<file path="src/rtl/bin2bcd_pkg.sv">
`default_nettype none
// ============================================================================
// Module   : bin2bcd_pkg
// Brief    : Shared types and constants for the sequential binary-to-BCD converter.
// Revision : 1.0 - initial release
// ============================================================================
package bin2bcd_pkg;

  typedef enum logic [1:0] {
    IDLE  = 2'd0,
    SHIFT = 2'd1,
    DONE  = 2'd2
  } state_t;

  localparam int MAX_DISPLAY = 9999;

  typedef logic [3:0] bcd_digit_t;

  // ceil(width*log10(2) + 1) in fixed point (log10(2) ~ 0.30103)
  function automatic int scratch_digits(input int width);
    return (width * 30103 + 199999) / 100000;
  endfunction

endpackage
`default_nettype wire

</file>
<file path="src/rtl/bin2bcd_add3.sv">
`default_nettype none
// ============================================================================
// Module   : bcd_add3
// Brief    : Double-dabble correction cell: adds 3 to a BCD nibble that is >= 5.
// Revision : 1.0 - initial release
// ============================================================================
module bcd_add3
  import bin2bcd_pkg::*;
(
  input  bcd_digit_t nib_in,
  output bcd_digit_t nib_out
);

  assign nib_out = (nib_in >= 4'd5) ? nib_in + 4'd3 : nib_in;

endmodule
`default_nettype wire

</file>
<file path="src/rtl/bin2bcd_seq.sv">
`default_nettype none
// ============================================================================
// Module   : bin2bcd_seq
// Brief    : Sequential double-dabble converter, one bit per cycle, four BCD digits out.
//            Macro BIN2BCD_SATURATE_EN clamps values above 9999 to 9999.
// Revision : 1.0 - initial release
// ============================================================================
module bin2bcd_seq
  import bin2bcd_pkg::*;
#(
  parameter int WIDTH = 14
) (
  input  logic             clk,
  input  logic             reset,
  input  logic             start,
  input  logic [WIDTH-1:0] bin_in,
  output logic             busy,
  output logic             done,
  output logic             overflow,
  output logic [3:0]       split_nr_0,
  output logic [3:0]       split_nr_1,
  output logic [3:0]       split_nr_2,
  output logic [3:0]       split_nr_3
);

  localparam int NDIG = scratch_digits(WIDTH);
  localparam int SW   = 4 * NDIG;
  localparam int CW   = $clog2(WIDTH + 1);
  localparam logic [WIDTH-1:0] MAX_VAL = WIDTH'(MAX_DISPLAY);

  state_t            state_q, state_d;
  logic [WIDTH-1:0]  shift_q, shift_d;
  logic [SW-1:0]     scratch_q, scratch_d;
  logic [SW-1:0]     scratch_adj;
  logic [CW-1:0]     cnt_q, cnt_d;
  logic              ovf_cap_q, ovf_cap_d;
  logic              overflow_q, overflow_d;
  logic [3:0][3:0]   digit_q, digit_d;

  for (genvar i = 0; i < NDIG; i++) begin : g_add3
    bcd_add3 u_add3 (
      .nib_in  (scratch_q[4*i +: 4]),
      .nib_out (scratch_adj[4*i +: 4])
    );
  end

  always_ff @(posedge clk or negedge reset) begin
    if (!reset) state_q <= IDLE;
    else        state_q <= state_d;
  end

  always_comb begin
    state_d = state_q;
    case (state_q)
      IDLE:    if (start) state_d = SHIFT;
      SHIFT:   if (cnt_q == CW'(1)) state_d = DONE;
      DONE:    state_d = IDLE;
      default: state_d = IDLE;
    endcase
  end

  always_comb begin
    busy = (state_q != IDLE);
    done = (state_q == DONE);
  end

  always_comb begin
    shift_d    = shift_q;
    scratch_d  = scratch_q;
    cnt_d      = cnt_q;
    ovf_cap_d  = ovf_cap_q;
    overflow_d = overflow_q;
    digit_d    = digit_q;
    case (state_q)
      IDLE: begin
        if (start) begin
          shift_d   = bin_in;
          scratch_d = '0;
          cnt_d     = CW'(WIDTH);
          ovf_cap_d = (bin_in > MAX_VAL);
        end
      end
      SHIFT: begin
        scratch_d = {scratch_adj[SW-2:0], shift_q[WIDTH-1]};
        shift_d   = {shift_q[WIDTH-2:0], 1'b0};
        cnt_d     = cnt_q - CW'(1);
        // Result registers are written on the edge entering DONE so they are valid with done.
        if (cnt_q == CW'(1)) begin
          overflow_d = ovf_cap_q;
          for (int k = 0; k < 4; k++) digit_d[k] = scratch_d[4*k +: 4];
`ifdef BIN2BCD_SATURATE_EN
          if (ovf_cap_q) begin
            for (int k = 0; k < 4; k++) digit_d[k] = 4'd9;
          end
`endif
        end
      end
      default: ;
    endcase
  end

  always_ff @(posedge clk or negedge reset) begin
    if (!reset) begin
      shift_q    <= '0;
      scratch_q  <= '0;
      cnt_q      <= '0;
      ovf_cap_q  <= 1'b0;
      overflow_q <= 1'b0;
      digit_q    <= '0;
    end else begin
      shift_q    <= shift_d;
      scratch_q  <= scratch_d;
      cnt_q      <= cnt_d;
      ovf_cap_q  <= ovf_cap_d;
      overflow_q <= overflow_d;
      digit_q    <= digit_d;
    end
  end

  assign overflow   = overflow_q;
  assign split_nr_0 = digit_q[0];
  assign split_nr_1 = digit_q[1];
  assign split_nr_2 = digit_q[2];
  assign split_nr_3 = digit_q[3];

endmodule
`default_nettype wire

</file>
<file path="config.mk">
export PLATFORM = sky130hd
export DESIGN_NAME = bin2bcd_seq
export DESIGN_NICKNAME = d
export VERILOG_FILES = /design/src/rtl/bin2bcd_pkg.sv /design/src/rtl/bin2bcd_add3.sv /design/src/rtl/bin2bcd_seq.sv
export SDC_FILE = /design/constraint.sdc
export NUM_CORES = 1
export LEC_CHECK = 0
export CAP_MARGIN = 20
export CORE_ASPECT_RATIO = 2
export CORE_UTILIZATION = 50
export DETAILED_ROUTE_END_ITERATION = 10
export GPL_TIMING_DRIVEN = 0
export PLACE_DENSITY_LB_ADDON = 0.2
export SETUP_SLACK_MARGIN = 0.15
export SYNTH_ARGS = -nofsm -noshare
export SYNTH_HDL_FRONTEND = slang
export SYNTH_SLANG_ARGS = --single-unit
</file>
<file path="constraint.sdc">
create_clock -name clk -period 1.8 [get_ports clk]
set_input_delay 0.45 -clock clk [delete_from_list [all_inputs] [get_ports clk]]
set_output_delay 0.45 -clock clk [all_outputs]
set_load 0.03 [all_outputs]
</file>
==> results of run 1 <==
kinds of logic (layout without fill, tap and decap cells):
group                    Yosys count  count (layout)  synth area share (%)
adder cells (fa/ha/maj)           10              10                  4.87
XOR/XNOR                           4               4                  1.36
flip-flops                        54              54                  52.6
AO/OA/AOI/OAI                     74              74                  16.4
multiplexers                       5               5                  2.34
buffers and inverters             26              72                  5.60
AND/OR/NAND/NOR                   85              85                  16.8
how the worst min path moves through the flow:
stage / startpoint / to / slack [ns] / cells past startpoint
3_5_place_dp: reset / shift_q[2] / 0.39 / 1
6_report: reset / shift_q[2] / 0.04 / 1
3_3_place_gp: shift_q[12] / shift_q[12] / 0.46 / 2
5_1_grt: reset / shift_q[2] / 0.05 / 1
4_1_cts: reset / shift_q[2] / 0.05 / 1
2_1_floorplan: reset / cnt_q[0] / 0.15 / 0
worst reg2reg max path, cell delays in order, from the launching register on:
cell,delay [ns]
dfrtp_1,0.41
inv_1,0.10
ha_2,0.21
nand2b_1,0.08
a21oi_2,0.19
mux2_2,0.37
o21ai_1,0.13
timing repair:
item                                    CTS  global route
endpoints found under the setup margin   27            24
gates cloned                              0             0
setup buffers                             0             3
pin swaps                                 0             3
gates resized for setup                  26            20
hold buffers                              0             0
routing by layer:
| layer | part of all wire, % | global-route usage [%] | vias up |
|---|---|---|---|
| li1 | - | - | 982 |
| met1 | 41 | 27.2 | 974 |
| met2 | 55 | 41.3 | 44 |
| met3 | 3.3 | 3.80 | 6 |
| met4 | 1.5 | 8.50 | 0 |
| met5 | 0 | 0 | - |
area by class of cell:
class | count | area, sq um | area share (%)
repair buffers | 39 | 357 | 11.4
flip-flops and latches | 54 | 1350 | 43.2
clock buffers | 6 | 72.6 | 2.32
clock inverters | 1 | 7.51 | 0.240
well taps | 57 | 71.3 | 2.28
inverters | 13 | 48.8 | 1.56
plain buffers | 13 | 95.1 | 3.04
multi-input cells | 178 | 1120 | 35.9
stage by stage:
stage	cells	hold WS [ns]	worst slack, ns	TNS (ns)
2_1_floorplan	258	0.154	0.302	0
3_3_place_gp	350	0.458	-1.39	-75.89
3_5_place_dp	351	0.390	-0.258	-1.30
4_1_cts	358	0.0506	0.0295	0
5_1_grt	361	0.0518	0.151	0
6_report	361	0.0379	0.232	0
state kept, by name, indices dropped and copies added (netlist names):
name        cells
ovf_cap_q       1
split_nr_1      4
shift_q        14
overflow        1
cnt_q           4
state_q         2
split_nr_0      4
split_nr_3      4
split_nr_2      4
scratch_q      16
cells in the final DEF (no fill, tap or decap), drive strengths merged, types with 2 or more instances in the layout:
cell,count
nor3b,5
clkdlybuf4s50,15
dlygate4sd2,17
dfrtp,54
or3b,4
buf,17
clkbuf,9
o21ai,40
nand2b,5
a211oi,2
inv,13
ha,10
nor2b,2
xnor2,4
nand3,12
a22oi,13
nor3,5
a31oi,6
mux2,5
a21oi,11
nor2,3
nand2,48
power breakdown:
group          internal [mW]  switching (mW)  leakage [nW]  total, mW
registers               1.76           0.407         0.675       2.17
clock network          0.268           0.378        0.0373      0.646
logic                   1.13            1.62         0.736       2.74
==> results.md, run 1 <==
- Fillers: 433
- Core Box Area: 0.00491 sq mm
- Routed wire length: 5650 um
- Largest net degree at the start of global routing: 41
- Startpoint Class: register
- CP max FO: 4
- # clock sinks: 54
- Vias in the first global route: 1964
- Setup repair after global routing missed its margin: no
- IO buf count: 35
- Die area: 0.00544 sq mm
- First-pass GRT wire length: 9180 um
- TritonCTS clock tree: built
- Timing-limited maximum frequency: 638 MHz
- Crit path required time: 2.03 ns
- Worst path depth: 6
- Remaining DRCs: 0
- Slew at the pin closest to its max-slew limit: 0.461 ns
- CP arrival: 1.80 ns
- EDFF count, synth: 0
- R2R Setup Slk: 0.23 ns
- YS warnings: 0
- GRT overflow: 0
- Max-cap violations: 0
- Final critical-path required period: 1.57 ns
- Area growth, synth to finish: 21.9%
- PD cells: 1780 mW/mm^2
- Avg Inst Size Synth: 9.95 sq um
- DR vias: 2006
- Site Rows: 36
- Die width: 52.7 um
- Hold Violations, Final: 0
- Clock Latency Late Sink: 0.31 ns
- Post-Syn Area: 0.00257 sq mm
- Clock Skew: 0.0122 ns
- Synth cell types: 31
- All-Layer GR Usage: 23.2%
- Maximum vdd drop: 0.00135 V
- Leading area contributor after synthesis: dfrtp_1
- Crit path from: scratch_q[12]
- Ratio of cells with drive above 1 in the final layout: 17.1%
- Util after Layout: 63.8%
- Buf/Inv on CP: 1
- Cell Area, Placed: 0.00300 sq mm
- IO Count: 36
- CP endpoint: scratch_q[14]
- Die height: 103 um
- DR vias/cell: 5.56
- Worst slew margin: 69.3%
- Clock transition at path regs: 0.10 ns
- Leakage: 1.45 nW
- Setup CP Type: register to register
- Count leader, synth: dfrtp_1
- CTS buffer count: 5
- Pre-Repair DR Iteration Count: 4
- Final Setup Violations: 0
- Async S/R FF share, synth: 100%
- Mapped Nets: 285
- Synthesized instance count: 258
- Iteration-0 DRC count of the detailed router: 43
- Slowest-stage cell, CP: dfrtp_1
- FF-to-FF End: scratch_q[14]
- CP max stage delay: 0.41 ns
- Avg WL per Cell: 15.7 um
- Synth top cells by count: dfrtp_1 (54), nand2_1 (47), o21ai_0 (30)
- Worst Hold Class: input port to async pin
- Seq/Total Area, Yosys: 52.6%
- Ant. Diodes: 0
- Synthesized flop and latch total: 54
- Synth top area share: 52.6%
- Antenna Nets Post-Route: 0
- Pwr Total: 5.56 mW
- Period utilisation layout: 87.1%
- Starting Density: 52.3%
- Finished Cell Area: 0.00313 sq mm
- CTS Root Buffer Type: clkbuf_8
- FF-to-FF Start: scratch_q[12]
- Gpl congestion: 0.789
- Final nets: 331
- Reg2Reg Depth: 6
- Fin. max-slew vios: 0
- CTS Buffer Depth: 2
- Crit end category: register
- H-Tree Depth: 2
- Top cells by area, synth: dfrtp_1 (53%), nand2_1 (6.9%), o21ai_0 (5.8%)
- Critical path, cell by cell: inv_1 -> ha_2 -> nand2b_1 -> a21oi_2 -> mux2_2 -> o21ai_1
- DP Wirelength: 4120 um
- Crit-path leading delay family: flip-flops
- Status: complete, no violations
- Main synth FF type: dfrtp_1
- Initial antenna violation count: 0
Note: power is estimated with default switching activity, not from simulation.
==> inputs of run 2 (changes only) <==
CAP_MARGIN = unset   (was 20)
==> run 2 against run 1 <==
  * Clock skew unchanged
  * Critical endpoint unchanged
  * Core utilization unchanged
  * Sequential share of layout area unchanged
  * Setup slack is the same
  * Combinational power hardly changed
  * Maximum frequency did not move
  * Wire length unchanged
  * Clock power is essentially flat
  * Critical path depth did not move
==> results.md, run 2 (same netlist as run 1, synthesis figures left out) <==
- Critical path, cell by cell: inv_1 -> ha_2 -> nand2b_1 -> a21oi_2 -> mux2_2 -> o21ai_1
- Logic pwr share: 49.3%
- Antenna Nets Post-Route: 0
- All-Layer GR Usage: 23.2%
- Cell Area, Placed: 0.00300 sq mm
- Starting Density: 52.3%
- H-Tree Depth: 2
- Timing-limited maximum frequency: 638 MHz
- Period utilisation layout: 87.1%
- DP Wirelength: 4120 um
- Die width: 52.7 um
- Commonest non-fill, non-tap cell in the layout: dfrtp_1
- Clock Latency Late Sink: 0.31 ns
- Crit end category: register
- Reg2Reg Depth: 6
- Placed Cells incl. Taps: 351
- Regs by FF count: scratch_q: 16 flops, shift_q: 14 flops
- Startpoint Class: register
- Reg with most FFs: scratch_q
- Clock Skew: 0.0122 ns
- Remaining DRCs: 0
- Util after Layout: 63.8%
- Ratio of cells with drive above 1 in the final layout: 17.1%
- Vias in the first global route: 1964
- Slowest-stage cell, CP: dfrtp_1
- First-pass GRT wire length: 9180 um
- Die area: 0.00544 sq mm
- Worst Hold Class: input port to async pin
- Most frequent cells in the layout: dfrtp_1 (52), nand2_1 (47), o21ai_0 (27)
- Clock transition at path regs: 0.10 ns
- # clock sinks: 54
- R2R Setup Slk: 0.23 ns
- Hold Violations, Final: 0
- CTS Root Buffer Type: clkbuf_8
- Pre-Repair DR Iteration Count: 4
- Leakage: 1.45 nW
- Max reg flops: 16
- PD cells: 1780 mW/mm^2
- Avg WL per Cell: 15.7 um
- Maximum vdd drop: 0.00135 V
- Worst slew margin: 69.3%
- DR vias/cell: 5.56
- Setup repair after global routing missed its margin: no
- Final Setup Violations: 0
- Routed wire length: 5650 um
- Site Rows: 36
- Slew at the pin closest to its max-slew limit: 0.461 ns
- Crit path required time: 2.03 ns
- Finished Cell Area: 0.00313 sq mm
- Power Internal: 3.16 mW
- Core Box Area: 0.00491 sq mm
- TritonCTS clock tree: built
- IO Count: 36
- CP max FO: 4
- CP max stage delay: 0.41 ns
- CP arrival: 1.80 ns
- Sequential share of power: 39.0%
- FF-to-FF End: scratch_q[14]
- Ant. Diodes: 0
- FF-to-FF Start: scratch_q[12]
- Fin. max-slew vios: 0
- GRT overflow: 0
- Initial antenna violation count: 0
- CTS Buffer Depth: 2
- Sw frac: 43.2%
- Iteration-0 DRC count of the detailed router: 43
- Status: complete, no violations
- DR vias: 2006
- Max-cap violations: 0
- Final Non-Filler Cells: 361
- CTS buffer count: 5
- Final critical-path required period: 1.57 ns
- Sum of negative setup slack: 0 ns
- Pwr Total: 5.56 mW
- Clock share of power: 11.6%
- Gpl congestion: 0.789
- NetSw: 2.40 mW
- Largest net degree at the start of global routing: 41
- Area growth, synth to finish: 21.9%
- IO buf count: 35
- Final nets: 331
- Setup CP Type: register to register
- Die height: 103 um
[run 2: worst max path at each step]
| stage | startpoint | cells after the start | endpoint | slack [ns] |
|---|---|---|---|---|
| global route | scratch_q[1] | 6 | split_nr_0[2] | 0.15 |
| global placement | reset | 1 | split_nr_1[1] | -1.39 |
| floorplan | scratch_q[8] | 6 | scratch_q[10] | 0.30 |
| detailed placement | bin_in[4] | 5 | ovf_cap_q | -0.26 |
| CTS | state_q[0] | 3 | busy | 0.03 |
| finish | scratch_q[12] | 6 | scratch_q[14] | 0.23 |
[run 2: per-layer routing]
| layer | GRT usage (%) | part of all wire (%) | vias to the layer above |
|---|---|---|---|
| met5 | 0 | 0 | - |
| met4 | 8.50 | 1.5 | 0 |
| met3 | 3.80 | 3.3 | 6 |
| met2 | 41.3 | 55 | 44 |
| met1 | 27.2 | 41 | 974 |
| li1 | - | - | 982 |
[run 2: final cells by class]
class,instances,area [sq um]
clock inverter,1,7.51
fill,433,1780
timing repair buffer,39,357
multi-input combinational,178,1120
clock buffer,6,72.6
sequential,54,1350
tap,57,71.3
buffer,13,95.1
inverter,13,48.8
[run 2: repair_timing]
action,in CTS,in global routing
buffers inserted,0,3
pin swaps,0,3
endpoints found under the setup margin,27,24
gates resized for setup,26,20
hold buffers,0,0
[run 2: power by group through the flow]
stage / registers, mW / clock network [mW] / logic, mW
2_1_floorplan: 2.44 / 0 / 1.54
3_3_place_gp: 2.15 / 0 / 2.65
3_5_place_dp: 2.18 / 0 / 2.72
4_1_cts: 2.16 / 0.665 / 2.63
5_1_grt: 2.25 / 0.709 / 3.07
6_report: 2.17 / 0.646 / 2.74
[run 2: critical path: cells and delay by family (launching register included)]
kind,cells,cell delay [ns]
compound gates,2,0.32
mux,1,0.37
fa+ha+maj,1,0.21
buf+inv,1,0.10
flops,1,0.41
simple gates,1,0.08
[run 2: stage by stage]
stage / setup slack (ns) / hold WS (ns)
floorplan: 0.302 / 0.154
global route: 0.151 / 0.0518
finish: 0.232 / 0.0379
CTS: 0.0295 / 0.0506
detailed placement: -0.258 / 0.390
global placement: -1.39 / 0.458
